`src/rtl/load_store_unit.sv`:
```
// rtl/load_store_unit.sv - RISC-V load/store unit driving a 64-bit doubleword data memory
module load_store_unit #(
    parameter int MEM_BYTES = 64
) (
    input  logic        clk,
    input  logic        reset_n,
    input  logic        req_valid,
    output logic        req_ready,
    input  logic        req_write,
    input  logic [2:0]  req_funct3,
    input  logic [63:0] req_addr,
    input  logic [63:0] req_wdata,
    output logic        resp_valid,
    output logic [63:0] resp_rdata,
    output logic        resp_error,
    output logic [63:0] Mem_Addr,
    output logic [63:0] Write_Data,
    output logic        MemWrite,
    output logic        MemRead,
    input  logic [63:0] Read_Data
);

    typedef enum logic [2:0] {
        S_IDLE,
        S_LOAD,
        S_WRITE,
        S_RMW_RD,
        S_RMW_WR,
        S_DONE
    } state_t;

    state_t      state, state_next;
    logic [63:0] base_q;
    logic [2:0]  lane_q;
    logic [2:0]  funct3_q;
    logic [63:0] wdata_q;
    logic [63:0] rmw_q;

    logic [2:0]  align_mask;
    logic        req_err;
    logic [5:0]  shift;
    logic [63:0] size_mask;
    logic [63:0] lane_mask;
    logic [63:0] field;
    logic [63:0] load_ext;
    logic [63:0] merged;

    // Low address bits that must be zero for the requested access size.
    always_comb begin
        case (req_funct3[1:0])
            2'b00:   align_mask = 3'b000;
            2'b01:   align_mask = 3'b001;
            2'b10:   align_mask = 3'b011;
            default: align_mask = 3'b111;
        endcase
    end

    assign req_err = (|(req_addr[2:0] & align_mask))
                   || (req_addr >= 64'(MEM_BYTES))
                   || (!req_write && req_funct3 == 3'b111)
                   || (req_write && req_funct3[2]);

    always_comb begin
        case (funct3_q[1:0])
            2'b00:   size_mask = 64'h0000_0000_0000_00FF;
            2'b01:   size_mask = 64'h0000_0000_0000_FFFF;
            2'b10:   size_mask = 64'h0000_0000_FFFF_FFFF;
            default: size_mask = 64'hFFFF_FFFF_FFFF_FFFF;
        endcase
    end

    assign shift     = {lane_q, 3'b000};
    assign lane_mask = size_mask << shift;
    assign field     = Read_Data >> shift;
    assign merged    = (rmw_q & ~lane_mask) | ((wdata_q << shift) & lane_mask);

    always_comb begin
        case (funct3_q)
            3'b000:  load_ext = {{56{field[7]}},  field[7:0]};
            3'b001:  load_ext = {{48{field[15]}}, field[15:0]};
            3'b010:  load_ext = {{32{field[31]}}, field[31:0]};
            3'b011:  load_ext = field;
            3'b100:  load_ext = {56'd0, field[7:0]};
            3'b101:  load_ext = {48'd0, field[15:0]};
            3'b110:  load_ext = {32'd0, field[31:0]};
            default: load_ext = 64'd0;
        endcase
    end

    always_comb begin
        state_next = state;
        case (state)
            S_IDLE: begin
                if (req_valid) begin
                    if (req_err)                    state_next = S_DONE;
                    else if (!req_write)            state_next = S_LOAD;
                    else if (req_funct3[1:0] == 2'b11) state_next = S_WRITE;
                    else                            state_next = S_RMW_RD;
                end
            end
            S_LOAD:   state_next = S_DONE;
            S_WRITE:  state_next = S_DONE;
            S_RMW_RD: state_next = S_RMW_WR;
            S_RMW_WR: state_next = S_DONE;
            S_DONE:   state_next = S_IDLE;
            default:  state_next = S_IDLE;
        endcase
    end

    always_ff @(posedge clk or negedge reset_n) begin
        if (!reset_n) begin
            state      <= S_IDLE;
            base_q     <= '0;
            lane_q     <= '0;
            funct3_q   <= '0;
            wdata_q    <= '0;
            rmw_q      <= '0;
            resp_rdata <= '0;
            resp_error <= 1'b0;
        end else begin
            state <= state_next;
            if (state == S_IDLE && req_valid) begin
                base_q   <= {req_addr[63:3], 3'b000};
                lane_q   <= req_addr[2:0];
                funct3_q <= req_funct3;
                wdata_q  <= req_wdata;
            end
            if (state == S_RMW_RD) begin
                rmw_q <= Read_Data;
            end
            // Response fields only change on entry to DONE and then hold.
            if (state_next == S_DONE) begin
                resp_error <= (state == S_IDLE);
                resp_rdata <= (state == S_LOAD) ? load_ext : 64'd0;
            end
        end
    end

    assign req_ready  = (state == S_IDLE);
    assign resp_valid = (state == S_DONE);
    assign MemRead    = (state == S_LOAD)  || (state == S_RMW_RD);
    assign MemWrite   = (state == S_WRITE) || (state == S_RMW_WR);
    assign Mem_Addr   = (MemRead || MemWrite) ? base_q : 64'd0;

    always_comb begin
        case (state)
            S_WRITE:  Write_Data = wdata_q;
            S_RMW_WR: Write_Data = merged;
            default:  Write_Data = 64'd0;
        endcase
    end

endmodule

```
`config.mk`:
```
export PLATFORM = sky130hd
export DESIGN_NAME = load_store_unit
export DESIGN_NICKNAME = d
export VERILOG_FILES = /design/src/rtl/load_store_unit.sv
export SDC_FILE = /design/constraint.sdc
export NUM_CORES = 1
export LEC_CHECK = 0
export BUFFER_PORTS_ARGS = -buffer_cell sky130_fd_sc_hd__buf_4
export CORE_ASPECT_RATIO = 1.1
export CORE_UTILIZATION = 40
export CTS_BUF_LIST = sky130_fd_sc_hd__clkbuf_4 sky130_fd_sc_hd__clkbuf_8
export DETAILED_ROUTE_END_ITERATION = 10
export PLACE_DENSITY_LB_ADDON = 0.2
export REMOVE_ABC_BUFFERS = 1
export SYNTH_ARGS = -nofsm -noshare
export SYNTH_HDL_FRONTEND = slang
export SYNTH_SLANG_ARGS = --single-unit
export TNS_END_PERCENT = 10
```
`constraint.sdc`:
```
create_clock -name clk -period 2.55 [get_ports clk]
set_input_delay 0.1275 -clock clk [delete_from_list [all_inputs] [get_ports clk]]
set_output_delay 0.1275 -clock clk [all_outputs]
set_load 0.005 [all_outputs]
```
==> metrics.md <==
| Metric | Value |
|---|---|
| HP Class | `input port to async pin` |
| Commonest non-fill, non-tap cell in the layout | `nand2_1` |
| Total gr overflow | `0` |
| DR iter-0 viols | `1056` |
| Die Wd | `187 um` |
| IO buf count | `392` |
| Initial antenna violation count | `1` |
| Switch Pwr | `11300 uW` |
| Non-filler cells in the finished layout | `2802` |
| Yosys reg bits | `263` |
| 1st-pass router iterations | `5` |
| Register area share after synthesis | `43.8%` |
| Slew HR | `50.7%` |
| Final ANT Viol Nets | `0` |
| Fillers | `3183` |
| Cell row count | `74` |
| Routed vias | `15.3k` |
| Slowest stage delay, CP | `550 ps` |
| Failing checks | `setup timing` |
| CTS tree | `yes` |
| Worst setup path class | `flop to primary output` |
| Cell Area, Synth | `15000 um^2` |
| Initial Utilization | `40.6%` |
| Leak | `0.0109 uW` |
| Unique masters post-synth | `52` |
| Final nets | `2472` |
| CTS buffer count | `48` |
| H-tree depth | `2` |
| DP Cell Count | `2488` |
| PD cells | `1180 nW/um^2` |
| Crit end category | `primary output` |
| Avg Synthesized Cell Area | `9.08 um^2` |
| Sw Share | `42.7%` |
| Arr. time, crit path | `2580 ps` |
| Drt drc | `0` |
| Combinational share of power | `58.3%` |
| RePlAce Congestion | `0.896` |
| Largest net degree at the start of global routing | `130` |
| Core area | `37000 um^2` |
| Most frequent cells in the layout | `nand2_1 (551), buf_4 (453), dfrtp_1 (259)` |
| Final Cycle Share | `106%` |
| Final WS setup | `-161 ps` |
| Layout Skew | `10.9 ps` |
| Clock transition at path regs | `60 ps` |
| Reg power frac | `25.6%` |
| Startpoint types | `flop` |
| Count of pins over their slew limit | `0` |
| Post-synth EDFFs | `0` |
| Final WL | `57800 um` |
| DR vias/cell | `5.45` |
| Least-Margin Pin Slew | `736 ps` |
| RSZ-0062 raised after global routing | `true` |
| Clock group share of total power | `16.1%` |
| FMAX | `369 MHz` |
| Die Y | `205 um` |
| Highest-delay cell along the critical path | `dfrtp_4` |
| Avg WL per Cell | `20.6 um` |
| Final setup vio count | `78` |
| Area post-placement | `18900 um^2` |
| Internal power | `15200 uW` |
| Clock sink total | `263` |
| Critical path, cell by cell | `buf_12, buf_12, buf_4, mux2i_1, o21ai_2, mux2_4, mux2i_1, o21ai_0, buf_4` |
| Largest fanout on the critical path | `9` |
| Die ar. | `38300 um^2` |
| Vias in the first global route | `15.4k` |
| Synth Flop Type | `dfrtp_1` |
| Cell count after synthesis | `1654` |
| Synth warn | `0` |
| CTS Root Cell | `clkbuf_8` |
| Total track usage | `29.7%` |
| CP required | `2420 ps` |
| Status | `complete, but fails checks` |
| Fin area | `22500 um^2` |
| Share of cells above drive strength 1 | `32.1%` |
| CTS Buffer Depth | `3` |
| Dpl hpwl | `38900 um` |
| First-pass GRT wire length | `88300 um` |
| Ys async rst share | `100%` |
| Worst skew pair latency | `600 ps` |
| Max cap viols | `0` |
| Final hold violation count | `0` |
| Final min period | `2710 ps` |
| VDD IR max | `0.700 mV` |
| Syn-to-layout area delta | `49.7%` |
| Hold WS | `79.5 ps` |
| I/O Pins | `396` |
## path summary, 6_finish.rpt
kind | slack (ps) | startpoint | end | depth (start not counted)
worst max-delay path | -160 | lane_q[0]$_DFFE_PN0P_ | Write_Data[48] | 9
worst min-delay path | 80 | reset_n | wdata_q[48]$_DFFE_PN0P_ | 2
worst max register to register | -110 | lane_q[0]$_DFFE_PN0P_ | resp_rdata[49]$_DFFE_PN0N_ | 10
worst min register to register | 460 | base_q[34]$_DFFE_PN0P_ | base_q[34]$_DFFE_PN0P_ | 2
max in group asynchronous | 1530 | reset_n | resp_rdata[49]$_DFFE_PN0N_ | 3
min in group clk | 260 | req_addr[3] | base_q[3]$_DFFE_PN0P_ | 4
## routing by layer
| layer | share of wire, % | wire (um) | track usage (%) |
|---|---|---|---|
| met1 | 40 | 23400 | 37.8 |
| met2 | 47 | 27200 | 48.9 |
| met3 | 8.1 | 4660 | 5.87 |
| met4 | 4.5 | 2580 | 14.0 |
| met5 | 0 | 0 | 0 |
## logic make-up after synthesis
family,after synthesis,synth area share [%]
flops,263,43.8
compound gates,292,12.8
mux,253,19.6
buf+inv,136,4.13
other cells,1,0.0250
xor+xnor,1,0.0583
simple gates,708,19.7
## layout make-up
type	instances	area, um^2	area share, %
antenna	1	2.50	0.0111
clock buffer	81	983	4.37
clock inverter	3	18.8	0.0835
inverter	5	23.8	0.106
multi-input combinational	1257	8050	35.8
sequential	263	6590	29.3
tap	494	618	2.75
timing repair buffer	698	6200	27.6
## Yosys cell counts (all sizes together), types with 2 or more instances
cell type | n | area [um^2]
nand2 | 555 | 2080
dfrtp | 263 | 6580
mux2i | 149 | 1500
o21ai | 129 | 646
mux2 | 81 | 916
clkbuf | 77 | 289
and2 | 63 | 394
buf | 54 | 313
a22o | 50 | 438
a21oi | 35 | 179
o2bb2ai | 33 | 289
nor2 | 29 | 114
mux4 | 23 | 518
nand3 | 19 | 95.1
o22ai | 16 | 100
nor4 | 15 | 100
nor3 | 8 | 40.0
o221ai | 7 | 61.3
a31oi | 5 | 31.3
inv | 5 | 18.8
nand2b | 4 | 25.0
nand4 | 4 | 25.0
a21o | 3 | 22.5
nor2b | 3 | 18.8
a211oi | 2 | 15.0
a22oi | 2 | 15.0
o211ai | 2 | 15.0
or2 | 2 | 12.5
or4 | 2 | 15.0
## repair_timing
action / in CTS / in global routing
pin swaps: 7 / 8
hold buffers: 199 / 0
gates resized for setup: 80 / 19
setup endpoints to repair: 125 / 109
hold endpoints to repair: 373 / 0
buffers inserted: 21 / 7
gates cloned: 3 / 0
## metrics by stage
stage	utilization [%]	power [uW]	setup TNS (ps)	setup WS [ps]
2_1_floorplan	-	13900	-488940	-3380
3_3_place_gp	51.0	20200	0	202
3_5_place_dp	51.0	20500	0	66.0
4_1_cts	60.4	26200	-7840	-189
5_1_grt	60.7	28100	-11460	-242
6_report	60.7	26500	-4890	-161
## power groups by stage
stage	clock [uW]	combinational, uW	sequential (uW)
6_report	4280	15500	6780
4_1_cts	4360	15100	6730
2_1_floorplan	0	7190	6750
3_5_place_dp	0	13700	6770
3_3_place_gp	0	13500	6740
5_1_grt	4520	16600	6930
## worst max-delay path: cells and delay by family, from the launching register on
| family | cells | cell delay [ps] |
|---|---|---|
| compound gates | 2 | 190 |
| buf+inv | 4 | 620 |
| flops | 1 | 550 |
| mux | 3 | 620 |
## sequential cells by signal, indices dropped and copies added, names as in the netlist
| register | cells |
|---|---|
| state | 3 |
| rmw_q | 64 |
| resp_rdata | 64 |
| wdata_q | 64 |
| resp_error | 1 |
| funct3_q | 3 |
| lane_q | 3 |
| base_q | 61 |
(Power assumes the default switching activity.)
